[config.mk]
export PLATFORM = sky130hd
export DESIGN_NAME = rock_spawner
export DESIGN_NICKNAME = d
export VERILOG_FILES = /design/src/rtl/rock_spawner.sv
export SDC_FILE = /design/constraint.sdc
export NUM_CORES = 1
export LEC_CHECK = 0
export ABC_CLOCK_PERIOD_IN_PS = 2400
export CORE_MARGIN = 8
export CORE_UTILIZATION = 45
export CTS_BUF_LIST = sky130_fd_sc_hd__clkbuf_8
export CTS_CLUSTER_DIAMETER = 50
export DETAILED_ROUTE_END_ITERATION = 12
export GPL_ROUTABILITY_DRIVEN = 0
export PLACE_DENSITY_LB_ADDON = 0.1
export SLEW_MARGIN = 20
export SYNTH_ARGS = -nofsm -noshare
export SYNTH_HDL_FRONTEND = slang
export SYNTH_SLANG_ARGS = --single-unit
[constraint.sdc]
create_clock -name clk60hz -period 2.4 [get_ports clk60hz]
set_input_delay 0.48 -clock clk60hz [delete_from_list [all_inputs] [get_ports clk60hz]]
set_output_delay 0.48 -clock clk60hz [all_outputs]
set_load 0.03 [all_outputs]
[src/rtl/rock_spawner.sv]
// Rock spawner: every SPAWN_INTERVAL frames, launches a rock into the lowest free slot from a random screen edge.
// Build option ROCK_SPAWN_RAMP_EN: each confirmed launch shortens the interval by 8 frames (floor 30).
//
// state   | meaning
// IDLE    | frame counter runs down while enable is high
// SEARCH  | pick lowest free slot, capture launch parameters
// ISSUE   | one-cycle start strobe to the chosen slot
// CONFIRM | slot must have gone busy, else spawnFail
module rock_spawner #(
    parameter int NUM_ROCKS      = 8,
    parameter int SPAWN_INTERVAL = 120
) (
    input  logic                 clk60hz,
    input  logic                 resetn,
    input  logic                 enable,
    input  logic [NUM_ROCKS-1:0] inUse,
    output logic [NUM_ROCKS-1:0] start,
    output logic [9:0]           initialX,
    output logic [9:0]           initialY,
    output logic [2:0]           dirX,
    output logic [2:0]           dirY,
    output logic [7:0]           spawnCount,
    output logic                 spawnFail
);

    localparam int          SW        = $clog2(NUM_ROCKS);
    localparam logic [9:0]  INTERVAL  = 10'(SPAWN_INTERVAL);
    localparam logic [15:0] LFSR_SEED = 16'hACE1;

    typedef enum logic [1:0] {IDLE, SEARCH, ISSUE, CONFIRM} state_t;

    state_t               state_q;
    logic [9:0]           frame_cnt_q;
    logic [15:0]          lfsr_q, lfsr_d;
    logic [SW-1:0]        slot_q, slot_d;
    logic                 slot_found_d;
    logic                 seen_q;
    logic [NUM_ROCKS-1:0] start_q;
    logic [9:0]           x_q, y_q, x_d, y_d;
    logic [2:0]           dx_q, dy_q, dx_d, dy_d;
    logic [7:0]           count_q;
    logic                 fail_q;
    logic [9:0]           reload_w, reload_next_w;
    logic [9:0]           along_w, across_w;
    logic [1:0]           mag_x_in_w, mag_y_in_w;

`ifdef ROCK_SPAWN_RAMP_EN
    logic [9:0] reload_q;
    assign reload_w      = reload_q;
    assign reload_next_w = (reload_q >= 10'd38) ? reload_q - 10'd8 :
                           ((reload_q > 10'd30) ? 10'd30 : reload_q);
`else
    assign reload_w      = INTERVAL;
    assign reload_next_w = INTERVAL;
`endif

    // Fibonacci LFSR x^16+x^14+x^13+x^11+1, right-shifting; never reaches zero from a nonzero seed
    always_comb begin
        lfsr_d = {lfsr_q[0] ^ lfsr_q[2] ^ lfsr_q[3] ^ lfsr_q[5], lfsr_q[15:1]};
    end

    always_comb begin
        slot_d       = '0;
        slot_found_d = 1'b0;
        for (int i = NUM_ROCKS - 1; i >= 0; i--) begin
            if (!inUse[i]) begin
                slot_d       = SW'(i);
                slot_found_d = 1'b1;
            end
        end
    end

    always_comb begin
        along_w    = (lfsr_q[15:7] >= 9'd480) ? {1'b0, lfsr_q[15:7]} - 10'd32 : {1'b0, lfsr_q[15:7]};
        across_w   = {1'b0, lfsr_q[15:7]} + 10'd64;
        mag_x_in_w = (lfsr_q[3:2] == 2'b00) ? 2'b01 : lfsr_q[3:2];
        mag_y_in_w = (lfsr_q[5:4] == 2'b00) ? 2'b01 : lfsr_q[5:4];
        x_d  = '0;
        y_d  = '0;
        dx_d = '0;
        dy_d = '0;
        case (lfsr_q[1:0])
            2'd0: begin
                x_d  = 10'd0;
                y_d  = along_w;
                dx_d = {1'b0, mag_x_in_w};
                dy_d = {lfsr_q[6], lfsr_q[5:4]};
            end
            2'd1: begin
                x_d  = 10'd639;
                y_d  = along_w;
                dx_d = {1'b1, mag_x_in_w};
                dy_d = {lfsr_q[6], lfsr_q[5:4]};
            end
            2'd2: begin
                x_d  = across_w;
                y_d  = 10'd0;
                dx_d = {lfsr_q[6], lfsr_q[3:2]};
                dy_d = {1'b0, mag_y_in_w};
            end
            default: begin
                x_d  = across_w;
                y_d  = 10'd479;
                dx_d = {lfsr_q[6], lfsr_q[3:2]};
                dy_d = {1'b1, mag_y_in_w};
            end
        endcase
    end

    always_ff @(posedge clk60hz or negedge resetn) begin
        if (!resetn) begin
            state_q     <= IDLE;
            frame_cnt_q <= INTERVAL;
            lfsr_q      <= LFSR_SEED;
            slot_q      <= '0;
            seen_q      <= 1'b0;
            start_q     <= '0;
            x_q         <= '0;
            y_q         <= '0;
            dx_q        <= '0;
            dy_q        <= '0;
            count_q     <= '0;
            fail_q      <= 1'b0;
`ifdef ROCK_SPAWN_RAMP_EN
            reload_q    <= INTERVAL;
`endif
        end else begin
            lfsr_q  <= lfsr_d;
            start_q <= '0;
            fail_q  <= 1'b0;
            case (state_q)
                IDLE: begin
                    if (enable) begin
                        if (frame_cnt_q <= 10'd1) begin
                            state_q     <= SEARCH;
                            frame_cnt_q <= reload_w;
                        end else begin
                            frame_cnt_q <= frame_cnt_q - 10'd1;
                        end
                    end
                end
                SEARCH: begin
                    if (slot_found_d) begin
                        slot_q  <= slot_d;
                        start_q <= NUM_ROCKS'(1) << slot_d;
                        x_q     <= x_d;
                        y_q     <= y_d;
                        dx_q    <= dx_d;
                        dy_q    <= dy_d;
                        state_q <= ISSUE;
                    end else begin
                        // every slot busy: retry on the very next frame
                        frame_cnt_q <= 10'd1;
                        state_q     <= IDLE;
                    end
                end
                ISSUE: begin
                    seen_q  <= inUse[slot_q];
                    state_q <= CONFIRM;
                end
                CONFIRM: begin
                    if (seen_q || inUse[slot_q]) begin
                        if (count_q != 8'hFF) begin
                            count_q <= count_q + 8'd1;
                        end
                        frame_cnt_q <= reload_next_w;
`ifdef ROCK_SPAWN_RAMP_EN
                        reload_q    <= reload_next_w;
`endif
                    end else begin
                        fail_q <= 1'b1;
                    end
                    state_q <= IDLE;
                end
                default: state_q <= IDLE;
            endcase
        end
    end

    assign start      = start_q;
    assign initialX   = x_q;
    assign initialY   = y_q;
    assign dirX       = dx_q;
    assign dirY       = dy_q;
    assign spawnCount = count_q;
    assign spawnFail  = fail_q;

endmodule

==> results.ini <==
[place]
hpwl_mm=5.72
dpl_worst_slack_ns=-0.205
io_buffers=53

[layout]
register_area_mm2=0.00189
nets=421
drive_above_1_share_pct=16.0
final_cell_mix=dfrtp_1 (63), clkdlybuf4s50_1 (52), nand2_1 (45)
antenna-diode-count=0
nFillCells=652
final_common_cell=dfrtp_1
multi_input_area_mm2=0.00143
utilization_pct=60.8
areaGrowthSynthToFinish_pct=29.5

[power]
p_leak_uw=0.00194
clkPwrFrac_pct=27.5
p_int_uw=2740
p_sw_uw=1380
power_switching_share_pct=33.5
pwr-share-seq_pct=38.8
vdd_drop_max_mv=0.331
power_uw=4120
powerDensity_mw_per_mm2=930
p_comb_share_pct=33.7

[detailed_routing]
routed.top_layer=met4
drtIter0Drc=86
vias=2643
drc=0
routedLengthMet1_mm=3.73
drt_pre_antenna_iters=4
drt.antenna.violating_nets=0
route.met3.wl_um=409
post_drt_wl_per_cell_um=15.5
dr_wl_met2_mm=3.65
post_drt_via_cell_ratio=5.22
wl_mm=7.85

[timing]
final.period_utilization_pct=93.7
setup_viol=0
slew_headroom_pct=61.5
tightest_slew_ns=0.577
drv_slew=0
skew_ns=0.0130
fin_crit_ns=2.25
finalHoldViolations=0
max_freq_mhz=445
timing.final.ws_setup_ns=0.152
rsz0062_at_grt=false

[critical_path]
r2r-end=spawnCount[1]$_DFFE_PN0P_
crit_fanout=7
worst-endpoint-required_ns=2.63
cp-start-kind=primary input
reg2reg_depth=5
crit_arrival_ns=2.48
worstSetupPathType=primary input to flop
r2r_slack_ns=0.29
critical_path.startpoint=inUse[7]
endpoint_kind=flop
reg2reg_from=slot_q[0]$_DFFE_PN0P_

[grt]
grt_max_degree=52
grt_pass1_wl_mm=13.1
grtUsageTotal_pct=15.9
grt_pass1_vias=2782
antenna_found_initial=0
grt_overflow=0

[logic_synthesis]
ys_types=53
synth_nets=351
syn_avg_cell_area_um2=10.3
async_flop_share_pct=100
syn_area_mm2=0.00342
ys_warn_count=0
synth_edf_count=0
ys.flop_type=dfrtp_1
synth.area.top_cells=dfrtp_1 (46%), dfstp_2 (9.2%), nand2_1 (4.9%)
synth_seq_cells=75
yosysTopAreaCellShare_pct=46.1
synthCells=332
ys_seq_area_share_pct=55.3
synth.largest_area_cell=dfrtp_1

[clocking]
clock_path_buffers=2
cts_setup_buffers=0
htreeDepth=3
clk_pin_slew_ns=0.08
clk_latency_ns=0.34
ctsRootBufferMaster=clkbuf_8
cts_tree=yes
cts_hold_buf=0
cts_resized=0
clock-sinks=75
numCtsBuffers=9

[floorplanning]
initial_core_util_pct=46.9
coreArea_mm2=0.00729
rows=31
die_y_um=103
die_x_um=103
dieArea_mm2=0.0106
ios=54

[status]
status=finished clean

[worst_hold_path]
min-delay-path-class=primary input to asynchronous set/reset pin

[job]
drv_cap=0

[worst max path at each step]
stage | end | slack (ns)
floorplan | spawnCount[1]$_DFFE_PN0P_ | 0.34
finish | spawnCount[1]$_DFFE_PN0P_ | 0.15
global placement | spawnCount[1]$_DFFE_PN0P_ | -0.17
detailed placement | spawnCount[1]$_DFFE_PN0P_ | -0.21
global route | spawnCount[6]$_DFFE_PN0P_ | 0.1
CTS | spawnCount[1]$_DFFE_PN0P_ | 0.17
[sequential cells by signal (all words and copies together), names as in the netlist, named ones only]
signal,flops
dirX,3
dirY,3
frame_cnt_q,10
initialX,10
initialY,10
lfsr_q,16
seen_q,1
slot_q,3
spawnCount,8
spawnFail,1
start,8
state_q,1
[kinds of logic after synthesis]
group,Yosys count,share of synthesized area [%]
xor gates and xnor gates,10,2.56
buffers and inverters,28,3.22
DFF,75,55.3
and+or+nand+nor,114,16.3
AOI/OAI and AO/OA,89,16.7
muxes,8,3.04
adders and majority gates,8,2.93
[through the flow]
step	std cells	hold WS [ns]	cell area, µm²	setup TNS [ns]
finish	506	0.125	4430	0
global route	506	0.174	4430	0
CTS	506	0.141	4430	0
detailed placement	490	0.373	4200	-2.35
global placement	490	0.363	4200	-1.72
floorplan	332	0.184	3420	0
[power groups by stage]
stage	logic [µW]	clock network (µW)	registers, µW
CTS	1400	1160	1600
global placement	1380	0	1620
floorplan	812	0	1680
detailed placement	1390	0	1620
global route	1530	1210	1620
finish	1390	1130	1600
[critical path, cell delays in order]
cell	delay (ns)
clkdlybuf4s50_1	0.47
mux2_1	0.31
mux4_2	0.50
o21a_4	0.25
and3_4	0.18
mux2_4	0.29
[routing by layer]
metal | track usage (%) | vias up
met5 | 0 | -
met4 | 6.79 | 0
met2 | 24.3 | 59
met3 | 3.21 | 7
li1 | - | 1325
met1 | 21.5 | 1252
[area by class of cell]
cell class | instances | area share, %
multi-input cells | 229 | 32.3
clock buffers | 9 | 2.80
repair buffers | 75 | 15.9
clock inverters | 7 | 2.49
inverters | 12 | 1.02
flip-flops and latches | 75 | 42.7
well taps | 99 | 2.80
[cells in the mapped netlist (3+ instances only)]
| cell | number |
|---|---|
| clkbuf_1 | 11 |
| mux2_2 | 4 |
| inv_1 | 11 |
| o31ai_1 | 3 |
| nor2b_1 | 5 |
| o21ai_0 | 27 |
| and3_1 | 8 |
| o32a_1 | 3 |
| nor2_1 | 18 |
| a21oi_1 | 23 |
| nor4_1 | 3 |
| dfstp_2 | 12 |
| a21o_1 | 4 |
| xnor2_1 | 8 |
| nand3_1 | 6 |
| nand2b_1 | 3 |
| nor3_1 | 7 |
| or3_1 | 3 |
| o21a_1 | 3 |
| a41oi_1 | 3 |
| nand2_1 | 45 |
| dfrtp_1 | 63 |
| buf_1 | 3 |
| a31oi_1 | 10 |
| ha_1 | 8 |
| nand4_1 | 7 |
(Power assumes the default switching activity.)
